### src/rtl/result_fifo_if.sv
// Valid/ready handshake bundle between the adder register, result_fifo and its consumer.
interface result_fifo_if #(
    parameter int WIDTH = 4
);
    logic             in_valid;
    logic [WIDTH-1:0] in_data;
    logic             out_valid;
    logic             out_ready;
    logic [WIDTH-1:0] out_data;

    modport master (
        output in_valid, in_data, out_ready,
        input  out_valid, out_data
    );

    modport slave (
        input  in_valid, in_data, out_ready,
        output out_valid, out_data
    );
endinterface

### src/rtl/result_fifo.sv
// In-order result buffer after the adder register; full writes are dropped and flagged.
// Optional drop counter enabled by defining RESULT_FIFO_OVF_CNT_EN.
module result_fifo #(
    parameter int WIDTH = 4,
    parameter int DEPTH = 4
) (
    input  logic                       i_clk,
    input  logic                       i_rst_n,
    input  logic                       i_clear,
    result_fifo_if.slave               bus,
    output logic                       o_full,
    output logic                       o_empty,
    output logic [$clog2(DEPTH):0]     o_count,
    output logic                       o_overflow
`ifdef RESULT_FIFO_OVF_CNT_EN
    ,
    output logic [7:0]                 o_ovf_count
`endif
);
    localparam int AW = $clog2(DEPTH);
    localparam int CW = AW + 1;

    logic [WIDTH-1:0] r_mem [DEPTH];
    logic [AW-1:0]    r_wptr;
    logic [AW-1:0]    r_rptr;
    logic [CW-1:0]    r_count;
    logic             r_overflow;

    logic w_full;
    logic w_empty;
    logic w_pop;
    logic w_push;
    logic w_drop;

    assign w_full  = (r_count == CW'(DEPTH));
    assign w_empty = (r_count == '0);
    assign w_pop   = !w_empty && bus.out_ready;
    assign w_push  = bus.in_valid && (!w_full || w_pop);
    assign w_drop  = bus.in_valid && w_full && !w_pop;

    assign bus.out_valid = !w_empty;
    assign bus.out_data  = w_empty ? '0 : r_mem[r_rptr];
    assign o_full        = w_full;
    assign o_empty       = w_empty;
    assign o_count       = r_count;
    assign o_overflow    = r_overflow;

    // Storage is only written by an accepted push; clear leaves contents stale but unreachable.
    always_ff @(posedge i_clk or negedge i_rst_n) begin
        if (!i_rst_n) begin
            for (int i = 0; i < DEPTH; i++) begin
                r_mem[i] <= '0;
            end
        end else if (!i_clear && w_push) begin
            r_mem[r_wptr] <= bus.in_data;
        end
    end

    always_ff @(posedge i_clk or negedge i_rst_n) begin
        if (!i_rst_n) begin
            r_wptr     <= '0;
            r_rptr     <= '0;
            r_count    <= '0;
            r_overflow <= 1'b0;
        end else if (i_clear) begin
            r_wptr     <= '0;
            r_rptr     <= '0;
            r_count    <= '0;
            r_overflow <= 1'b0;
        end else begin
            if (w_push) begin
                r_wptr <= r_wptr + AW'(1);
            end
            if (w_pop) begin
                r_rptr <= r_rptr + AW'(1);
            end
            case ({w_push, w_pop})
                2'b10:   r_count <= r_count + CW'(1);
                2'b01:   r_count <= r_count - CW'(1);
                default: r_count <= r_count;
            endcase
            if (w_drop) begin
                r_overflow <= 1'b1;
            end
        end
    end

`ifdef RESULT_FIFO_OVF_CNT_EN
    logic [7:0] r_ovf_cnt;

    // Saturates so a long overflow burst never reads back as a small count.
    always_ff @(posedge i_clk or negedge i_rst_n) begin
        if (!i_rst_n) begin
            r_ovf_cnt <= 8'd0;
        end else if (i_clear) begin
            r_ovf_cnt <= 8'd0;
        end else if (w_drop && (r_ovf_cnt != 8'hFF)) begin
            r_ovf_cnt <= r_ovf_cnt + 8'd1;
        end
    end

    assign o_ovf_count = r_ovf_cnt;
`endif

endmodule
### src/flat_wrapper.sv
// flat-port wrapper written by rule: the top's interface ports become plain ports
module result_fifo_flat 
#(
    parameter int WIDTH = 4,
    parameter int DEPTH = 4
)
  (i_clk, i_rst_n, i_clear, o_full, o_empty, o_count, o_overflow, bus_in_valid, bus_in_data, bus_out_ready, bus_out_valid, bus_out_data);
  result_fifo_if #(.WIDTH(WIDTH)) bus_i ();
  input  logic i_clk;
  input  logic i_rst_n;
  input  logic i_clear;
  output logic o_full;
  output logic o_empty;
  output logic [$clog2(DEPTH):0] o_count;
  output logic o_overflow;
  input wire logic [$bits(bus_i.in_valid)-1:0] bus_in_valid;
  input wire logic [$bits(bus_i.in_data)-1:0] bus_in_data;
  input wire logic [$bits(bus_i.out_ready)-1:0] bus_out_ready;
  output wire logic [$bits(bus_i.out_valid)-1:0] bus_out_valid;
  output wire logic [$bits(bus_i.out_data)-1:0] bus_out_data;
  assign bus_i.in_valid = bus_in_valid;
  assign bus_i.in_data = bus_in_data;
  assign bus_i.out_ready = bus_out_ready;
  assign bus_out_valid = bus_i.out_valid;
  assign bus_out_data = bus_i.out_data;
  result_fifo #(.WIDTH(WIDTH), .DEPTH(DEPTH)) u_core (.i_clk(i_clk), .i_rst_n(i_rst_n), .i_clear(i_clear), .bus(bus_i), .o_full(o_full), .o_empty(o_empty), .o_count(o_count), .o_overflow(o_overflow));
endmodule
### config.mk
export PLATFORM = sky130hd
export DESIGN_NAME = result_fifo_flat
export DESIGN_NICKNAME = d
export VERILOG_FILES = /design/src/rtl/result_fifo_if.sv /design/src/rtl/result_fifo.sv /design/src/flat_wrapper.sv
export SDC_FILE = /design/constraint.sdc
export NUM_CORES = 1
export LEC_CHECK = 0
export ABC_AREA = 1
export CAP_MARGIN = 40
export CORE_MARGIN = 3
export CORE_UTILIZATION = 45
export DETAILED_ROUTE_END_ITERATION = 7
export GPL_ROUTABILITY_DRIVEN = 0
export PLACE_DENSITY_LB_ADDON = 0.3
export SLEW_MARGIN = 20
export SYNTH_ARGS = -nofsm -noshare
export SYNTH_HDL_FRONTEND = slang
export SYNTH_SLANG_ARGS = --single-unit
### constraint.sdc
create_clock -name i_clk -period 2.81 [get_ports i_clk]
set_input_delay 0.4215 -clock i_clk [delete_from_list [all_inputs] [get_ports i_clk]]
set_output_delay 0.4215 -clock i_clk [all_outputs]
set_load 0.01 [all_outputs]
# Word level (Yosys, flattened, before mapping)
# Cells that the tools add are included.
# classes
n_addsub	4
multipliers	0
n_div	0
order_cmp	3
eq_ne	3
shifts	0
muxes	15
bitwise_logic	2
reduce_logical	16
# op_table
cell	count
$bwmux 16	1
$mux 4	4
$bmux 4 s2	1
$demux 4 s2	1
$mux 2	4
$ge 3x3->1 const B	2
$logic_and 1x1->1	6
$not 2->3	2
$pmux 3 s2	1
$reduce_bool 2->1	3
$add 2x1->2 const B	2
$logic_not 1->1	4
$add 3x1->3 const B	1
$eq 3x3->1 const B	1
$logic_not 3->1	1
$lt 3x1->1 const B	1
$mux 3	1
$reduce_bool 3->1	1
$sub 3x1->3 const B	1
$eq 2x1->1 const B	1
$eq 2x2->1 const B	1
$mux 1	2
$logic_or 1x1->1	1
# totals
register_bits	24
latchBits	0
ramBits	0
romBits	0
output_inout_bits	11
mem_count	0

# Longest topological paths before layout
# depth
ltp_word	8
ltp_mapped	11
depth_no_buf	11

# Worst setup path before layout
# OpenSTA, ideal clock, no wires.
# synth_path
kind	register to register
start	reg u_core.r_count[0], in the netlist u_core.o_count[0]
end	reg u_core.r_count[2], in the netlist u_core.o_count[2]
setup_ns	0.117
t_arrival_ns	1.713
slack_ns	0.980
stages_incl_launch_ff	12
path_buffers	0
period_less_slack_ns	1.830
cell_sequence	dfrtp_1 -> nor2_4 -> nand2_2 -> nand3_2 -> inv_1 -> fa_1 -> xnor2_1 -> inv_1 -> nand2_1 -> nand2_1 -> nand3_1 -> nand2_1
# synth_between
elab_chain_cells	8
# synth_lines
item	line_no	rtl
start: declaration	result_fifo.sv:26	logic [CW-1:0] r_count;
start signal: assignment	result_fifo.sv:78	2'b10: r_count <= r_count + CW'(1);
start signal: assignment	result_fifo.sv:79	2'b01: r_count <= r_count - CW'(1);
start signal: assignment	result_fifo.sv:80	default: r_count <= r_count;
$logic_not 3->1 *	result_fifo.sv:36	assign w_empty = (r_count == '0);
$logic_not 1->1 *	n/a	
named net bus_out_valid	flat_wrapper.sv:19	output wire logic [$bits(bus_i.out_valid)-1:0] bus_out_valid;
$logic_and 1x1->1 *	result_fifo.sv:37	assign w_pop = !w_empty && bus.out_ready;
$logic_or 1x1->1	result_fifo.sv:38	assign w_push = bus.in_valid && (!w_full || w_pop);
$logic_and 1x1->1	result_fifo.sv:38	
$eq 2x1->1 or $eq 2x2->1 (tied branches)	result_fifo.sv:77	case ({w_push, w_pop})
$pmux 3 s2	result_fifo.sv:77	
$mux 3	result_fifo.sv:65	end else if (i_clear) begin
# The timed path passes the listed nets; every way through them passes the cells marked *.
# A chain may end at the register's enable or synchronous reset.

# Worst setup path in the final report
# layout_path
start	reg u_core.r_rptr[0]
end	out bus_out_data[1]
# layout_between
elab_chain_cells	5
# layout_lines
item	line_no	rtl
start: declaration	result_fifo.sv:25	logic [AW-1:0] r_rptr;
start signal: assignment	result_fifo.sv:75	r_rptr <= r_rptr + AW'(1);
$not 2->3 (implied by the code)	result_fifo.sv:42	assign bus.out_data = w_empty ? '0 : r_mem[r_rptr];
$bmux 4 s2	result_fifo.sv:42	
$mux 4 (implied by the code) (2 in a row)	result_fifo.sv:42	
$mux 4	result_fifo.sv:42	
end: declaration	flat_wrapper.sv:20	output wire logic [$bits(bus_i.out_data)-1:0] bus_out_data;
# Every way passes these cells. The select of a mux whose other input is x is not followed.

==> flow_summary_export.csv <==
group,metric,value,unit
timing,setup_violations,0,
worst_setup_path,crit_arrival,1890,ps
synth,synth_top_area_share,45.11,%
synth,synth-simple-area-share,27.82,%
worst_setup_path,crit_buf_inv,2,
detailed_routing,antenna_left,0,
detailed_routing,finalWirelength,2582,um
clock_tree,cts_root_buffer,"clkbuf_4",
synth,syn_inst,151,
worst_setup_path,critPathKind,"reg2out",
clock_tree,clockBufferDepth,2,
grt,overflow,0,
timing,slew_headroom,77.36,%
layout,drive_gt1_share,13.37,%
synth,synth-xor-area-share,0.6579,%
detailed_routing,highest_layer,"met4",
layout,fillCellCount,249,
worst_setup_path,cp_max_fo,11,
grt,grt_pass1_vias,1017,
worst_setup_path,cp-end-kind,"primary output",
clock_tree,cts_sinks,24,
synth,synth_compound_area_share,14.00,%
timing,maxSlewViolCount,0,
clock_tree,tritoncts,"built",
worst_setup_path,cp.required,2390,ps
clock_tree,htree_levels,1,
grt,grt_pass1_wl,4526,um
detailed_routing,route.met2.wl,1245,um
detailed_routing,route.vias.total,1063,
power,power.density,892.8,nW/um2
synth,synth_area_leader_cell,"dfrtp_1",
floorplan,die_y,60.39,um
clock_tree,cts_resized,0,
worst_setup_path,cpPeakStageDelay,550,ps
timing,hold_violations,0,
clock_tree,cts_setup_buffers,0,
floorplan,num_rows,19,
synth,synth_adder_area_share,5.263,%
run_status,status,"completed",
synth,synth.area.top_cells,"dfrtp_1, nand2_1, nand4_4",
grt,antenna_found_initial,0,
timing,fin_worst_skew,5.220,ps
detailed_routing,drc,0,
placed_design,dp_hpwl,1900,um
detailed_routing,m1WireLength,1183,um
timing,max_slew.worst_pin.slew,339.5,ps
power,finalPower,1.431,mW
clock_tree,ctsHoldBuffers,0,
synth,ys_ff_latch,24,
synth,ys_warn_count,0,
synth,syn-num-nets,165,
floorplan,die_area,3647,um2
timing,period_minus_slack,2308,ps
worst_setup_path,path_cells,"inv_2, o21ai_0, a21oi_1, clkdlybuf4s50_1",
grt,grt_max_degree,25,
clock_tree,clock_latency,320,ps
detailed_routing,avgViaCountPerCell,5.236,
clock_tree,clk_pin_slew_worst_paths,140,ps
synth,synth_area,1331,um2
synth,synth.distinct_cells,23,
timing,tns,0,ps
worst_setup_path,cpMaxStageDelayCell,"clkdlybuf4s50_1",
synth,ys_seq_area_share,45.11,%
worst_setup_path,critPathLaunchType,"register",
power,leakagePower,0.7276,nW
flow_run,maxCapViolCount,0,
timing,post-route-period-util,82.13,%
synth,synth_top_family_by_area,"simple AND/OR/NAND/NOR gates",
placed_design,io_buffers,19,
synth,synthMuxAreaShare,0,%
worst_setup_path,path_delay_family,"buffers and inverters",
floorplan,start_util,47.86,%
layout,area.growth.synth_to_final,20.39,%
timing,rsz0062_at_grt,"false",
layout,nets,187,
clock_tree,cts-buffers-inserted,3,
detailed_routing,avgRoutedWirePerCell,12.72,um
floorplan,die_w,60.39,um
layout,antenna_cells,0,
grt,grtUsageTotal,16.91,%
synth,avgSynthCellArea,8.816,um2
timing,clock.fmax,433.3,MHz
floorplan,io_pins,20,
detailed_routing,dr.pass1.iters,4,
detailed_routing,dr_wl_met3,122,um
power,ir_drop,0.7489,mV
worst_hold_path,hold_class,"in2async",
floorplan,fp.coreArea,2781,um2
detailed_routing,drt_iter0_markers,30,
==> path summary, 6_finish.rpt <==
| kind | startpoint | to | slack (ps) | cells past startpoint |
|---|---|---|---|---|
| worst max-delay path | u_core.r_rptr[0] | bus_out_data[1] | 500 | 4 |
| worst min-delay path | i_rst_n | u_core.o_overflow | 430 | 2 |
| worst min register to register | u_core.r_mem[3] | u_core.r_mem[3] | 510 | 2 |
| min in group i_clk | u_core.r_mem[3] | u_core.r_mem[3] | 510 | 2 |
| max in group asynchronous | i_rst_n | u_core.r_mem[6] | 2130 | 2 |
| worst max register to register | u_core.o_count[0] | u_core.o_count[2] | 880 | 11 |
==> cells in the mapped netlist <==
library cell / count
dfrtp_1: 24
nand2_1: 23
nor2_1: 19
o21ai_1: 16
inv_1: 14
o21ai_0: 12
nand3_1: 7
a21oi_1: 6
ha_1: 4
nand4_4: 4
inv_2: 3
nand2_2: 3
nand3_2: 3
buf_2: 2
buf_4: 2
nand4_1: 2
fa_1: 1
inv_4: 1
nand2_8: 1
nor2_4: 1
o21a_1: 1
o21ai_2: 1
xnor2_1: 1
==> cells by family after synthesis <==
logic type,after synthesis
fa+ha+maj,5
buf+inv,22
flops,24
xor+xnor,1
compound gates,36
simple gates,63
==> per-layer routing <==
metal | vias up | global-route usage [%]
li1 | 539 | -
met1 | 502 | 21.04
met2 | 20 | 28.09
met3 | 2 | 3.830
met4 | 0 | 7.595
met5 | - | 0
==> cell usage in the layout, fill, tap and decap left out, types with 2 or more instances in the layout <==
cell type | synthesis | final
a21oi_1 | 6 | 6
buf_4 | 2 | 2
clkbuf_4 | 0 | 3
clkdlybuf4s50_1 | 0 | 19
dfrtp_1 | 24 | 24
ha_1 | 4 | 4
inv_1 | 14 | 14
inv_2 | 3 | 3
nand2_1 | 23 | 23
nand2_2 | 3 | 3
nand3_1 | 7 | 7
nand3_2 | 3 | 3
nand4_1 | 2 | 2
nand4_4 | 4 | 4
nor2_1 | 19 | 19
o21ai_0 | 12 | 12
o21ai_1 | 16 | 16
==> report_power, final <==
| part | switching (mW) | internal (mW) |
|---|---|---|
| registers | 0.0969 | 0.456 |
| logic | 0.328 | 0.296 |
| clock network | 0.110 | 0.144 |
==> flip-flops by register name (all words and copies together) (netlist names) <==
register	flops
u_core.r_mem	16
u_core.o_count	3
u_core.r_rptr	2
u_core.r_wptr	2
u_core.o_overflow	1
==> per-stage QoR <==
step                      area [um2]  hold slack [ps]  utilization (%)  std cells  setup WS, ps
after floorplan                 1331            125.9                -        151         979.6
after global placement          1550            467.5            55.74        199         717.2
after detailed placement        1550            475.0            55.74        199         644.0
after CTS                       1603            447.4            57.62        203         486.7
after global routing            1603            450.7            57.62        203         344.0
final                           1603            434.3            57.62        203         502.1
==> final cells by class <==
cell class	count	area (um2)	area share, %
flip-flops and latches	24	600.6	37.47
inverters	18	70.07	4.372
multi-input cells	105	635.6	39.66
well taps	31	38.79	2.420
repair buffers	21	205.2	12.80
clock inverters	1	30.03	1.874
clock buffers	3	22.52	1.405
Note: power is estimated with default switching activity, not from simulation.
==> patch, RTL diff (same settings) <==
`DEPTH` is set to 4 in 2 places; all go to 8.
--- a/src/rtl/result_fifo.sv
+++ b/src/rtl/result_fifo.sv
@@ -3,5 +3,5 @@
 module result_fifo #(
     parameter int WIDTH = 4,
-    parameter int DEPTH = 4
+    parameter int DEPTH = 8
 ) (
     input  logic                       i_clk,
--- a/src/flat_wrapper.sv
+++ b/src/flat_wrapper.sv
@@ -3,5 +3,5 @@
 #(
     parameter int WIDTH = 4,
-    parameter int DEPTH = 4
+    parameter int DEPTH = 8
 )
   (i_clk, i_rst_n, i_clear, o_full, o_empty, o_count, o_overflow, bus_in_valid, bus_in_data, bus_out_ready, bus_out_valid, bus_out_data);
Interface: changed (resized o_count); port bits go from 20 to 21. No check against the original RTL was run, so the function may have changed too.
==> patch against the original RTL <==
Sequential cell count grew 19; wire length grew 84%; final cell count rose by 76%; design area up 62%; area after synthesis increased by 66%; synthesized cell count increased by 76%; maximum frequency is 11% lower; non-clock buffer count rose by 2; power rose by 61%; sequential share of layout area increased by 4.1 points; worst setup slack lost 0.29 ns; highest routed layer unchanged.
==> patch: results (changes against the original RTL) <==
Buffers on Ports: 20 (was 19)
Placed Area: 2490 sq um (was 1550 sq um)
Netlist cell types: 28 (was 23)
Max rail drop VDD: 478 uV (was 749 uV)
number of ordinary inverters in the final layout: 41 (was 18)
WHS: 0.0353 ns (was 0.434 ns)
outcome: completed (unchanged)
number of synthesized register bits: 43 (was 24)
HPWL after detailed placement: 3640 um (was 1900 um)
DR iter-0 viols: 144 (was 30)
ClkCell Share: 2.80% (was 3.28%)
comb pwr: 0.00100 W (was 0.000624 W)
synth cell count leaders: nand2_1, dfrtp_1, inv_1 (was dfrtp_1, nand2_1, nor2_1)
Multi-Input Combinational: 179 (was 105)
layout cells sized above 1: 11.6% (was 13.4%)
post-route design area: 2590 sq um (was 1600 sq um)
H-tree Lvls: 2 (was 1)
Seq/Total Area, Yosys: 48.6% (was 45.1%)
NonClk Buf Share: 8.88% (was 12.8%)
fraction of area in multi-input gates: 37.3% (was 39.7%)
Worst-Margin Slew: 0.379 ns (was 0.340 ns)
first-pass GRT wire length: 8050 um (was 4530 um)
Cell Pwr Density: 890 nW/um^2 (was 893 nW/um^2)
Non-clk bufs: 23 (was 21)
Mapped Nets: 279 (was 165)
root buf cell: clkbuf_8 (was clkbuf_4)
WL/cell: 13.3 um (was 12.7 um)
final layout net count: 306 (was 187)
Compound-Gate Fraction of Synth Area: 20.2% (was 14.0%)
Max Clk Rate: 0.385 GHz (was 0.433 GHz)
post-route clock skew: 0.00458 ns (was 0.00522 ns)
Placement Setup Slack: 0.383 ns (was 0.644 ns)
R2R setup slack: 0.98 ns (was 0.88 ns)
worst setup path endpoint: bus_out_data[0] (was bus_out_data[1])
Post-Synth XOR/XNOR Area: 0.396% (was 0.658%)
internal cell power: 0.00142 W (was 0.000895 W)
mean post-synth cell area: 8.32 sq um (was 8.82 sq um)
drt total wl: 4750 um (was 2580 um)
total track usage: 17.4% (was 16.9%)
adder-cell share of the synthesized area: 2.26% (was 5.26%)
Die X: 76.1 um (was 60.4 um)
[patch: cell families (layout without fill, tap and decap cells)]
group / count (synthesis) / in the layout
and+or+nand+nor: 92 / 92
AOI/OAI and AO/OA: 82 / 82
buffers and inverters: 44 / 70
DFF: 43 / 43
adders and majority gates: 4 / 4
xor gates and xnor gates: 1 / 1
[patch: worst max-delay path: stages, from the launching register on]
cell and delay, ns:
dfrtp_2 0.49, clkinvlp_4 0.24, buf_4 0.19, a21oi_1 0.13, o21ai_0 0.10, a31oi_1 0.18
clkdlybuf4s50_1 0.56
[patch: timing repair]
item | CTS | global route
gates resized for setup | 0 | 4
buffers inserted | 0 | 2
endpoints found under the setup margin | 0 | 4
[patch: routing by layer]
layer / vias to the layer above / GRT usage, % / part of all wire, %
li1: 927 / - / -
met4: 0 / 6.52 / 1.9
met1: 836 / 24.8 / 48
met5: - / 0 / 0
met2: 28 / 26.5 / 46
met3: 9 / 3.19 / 3.7
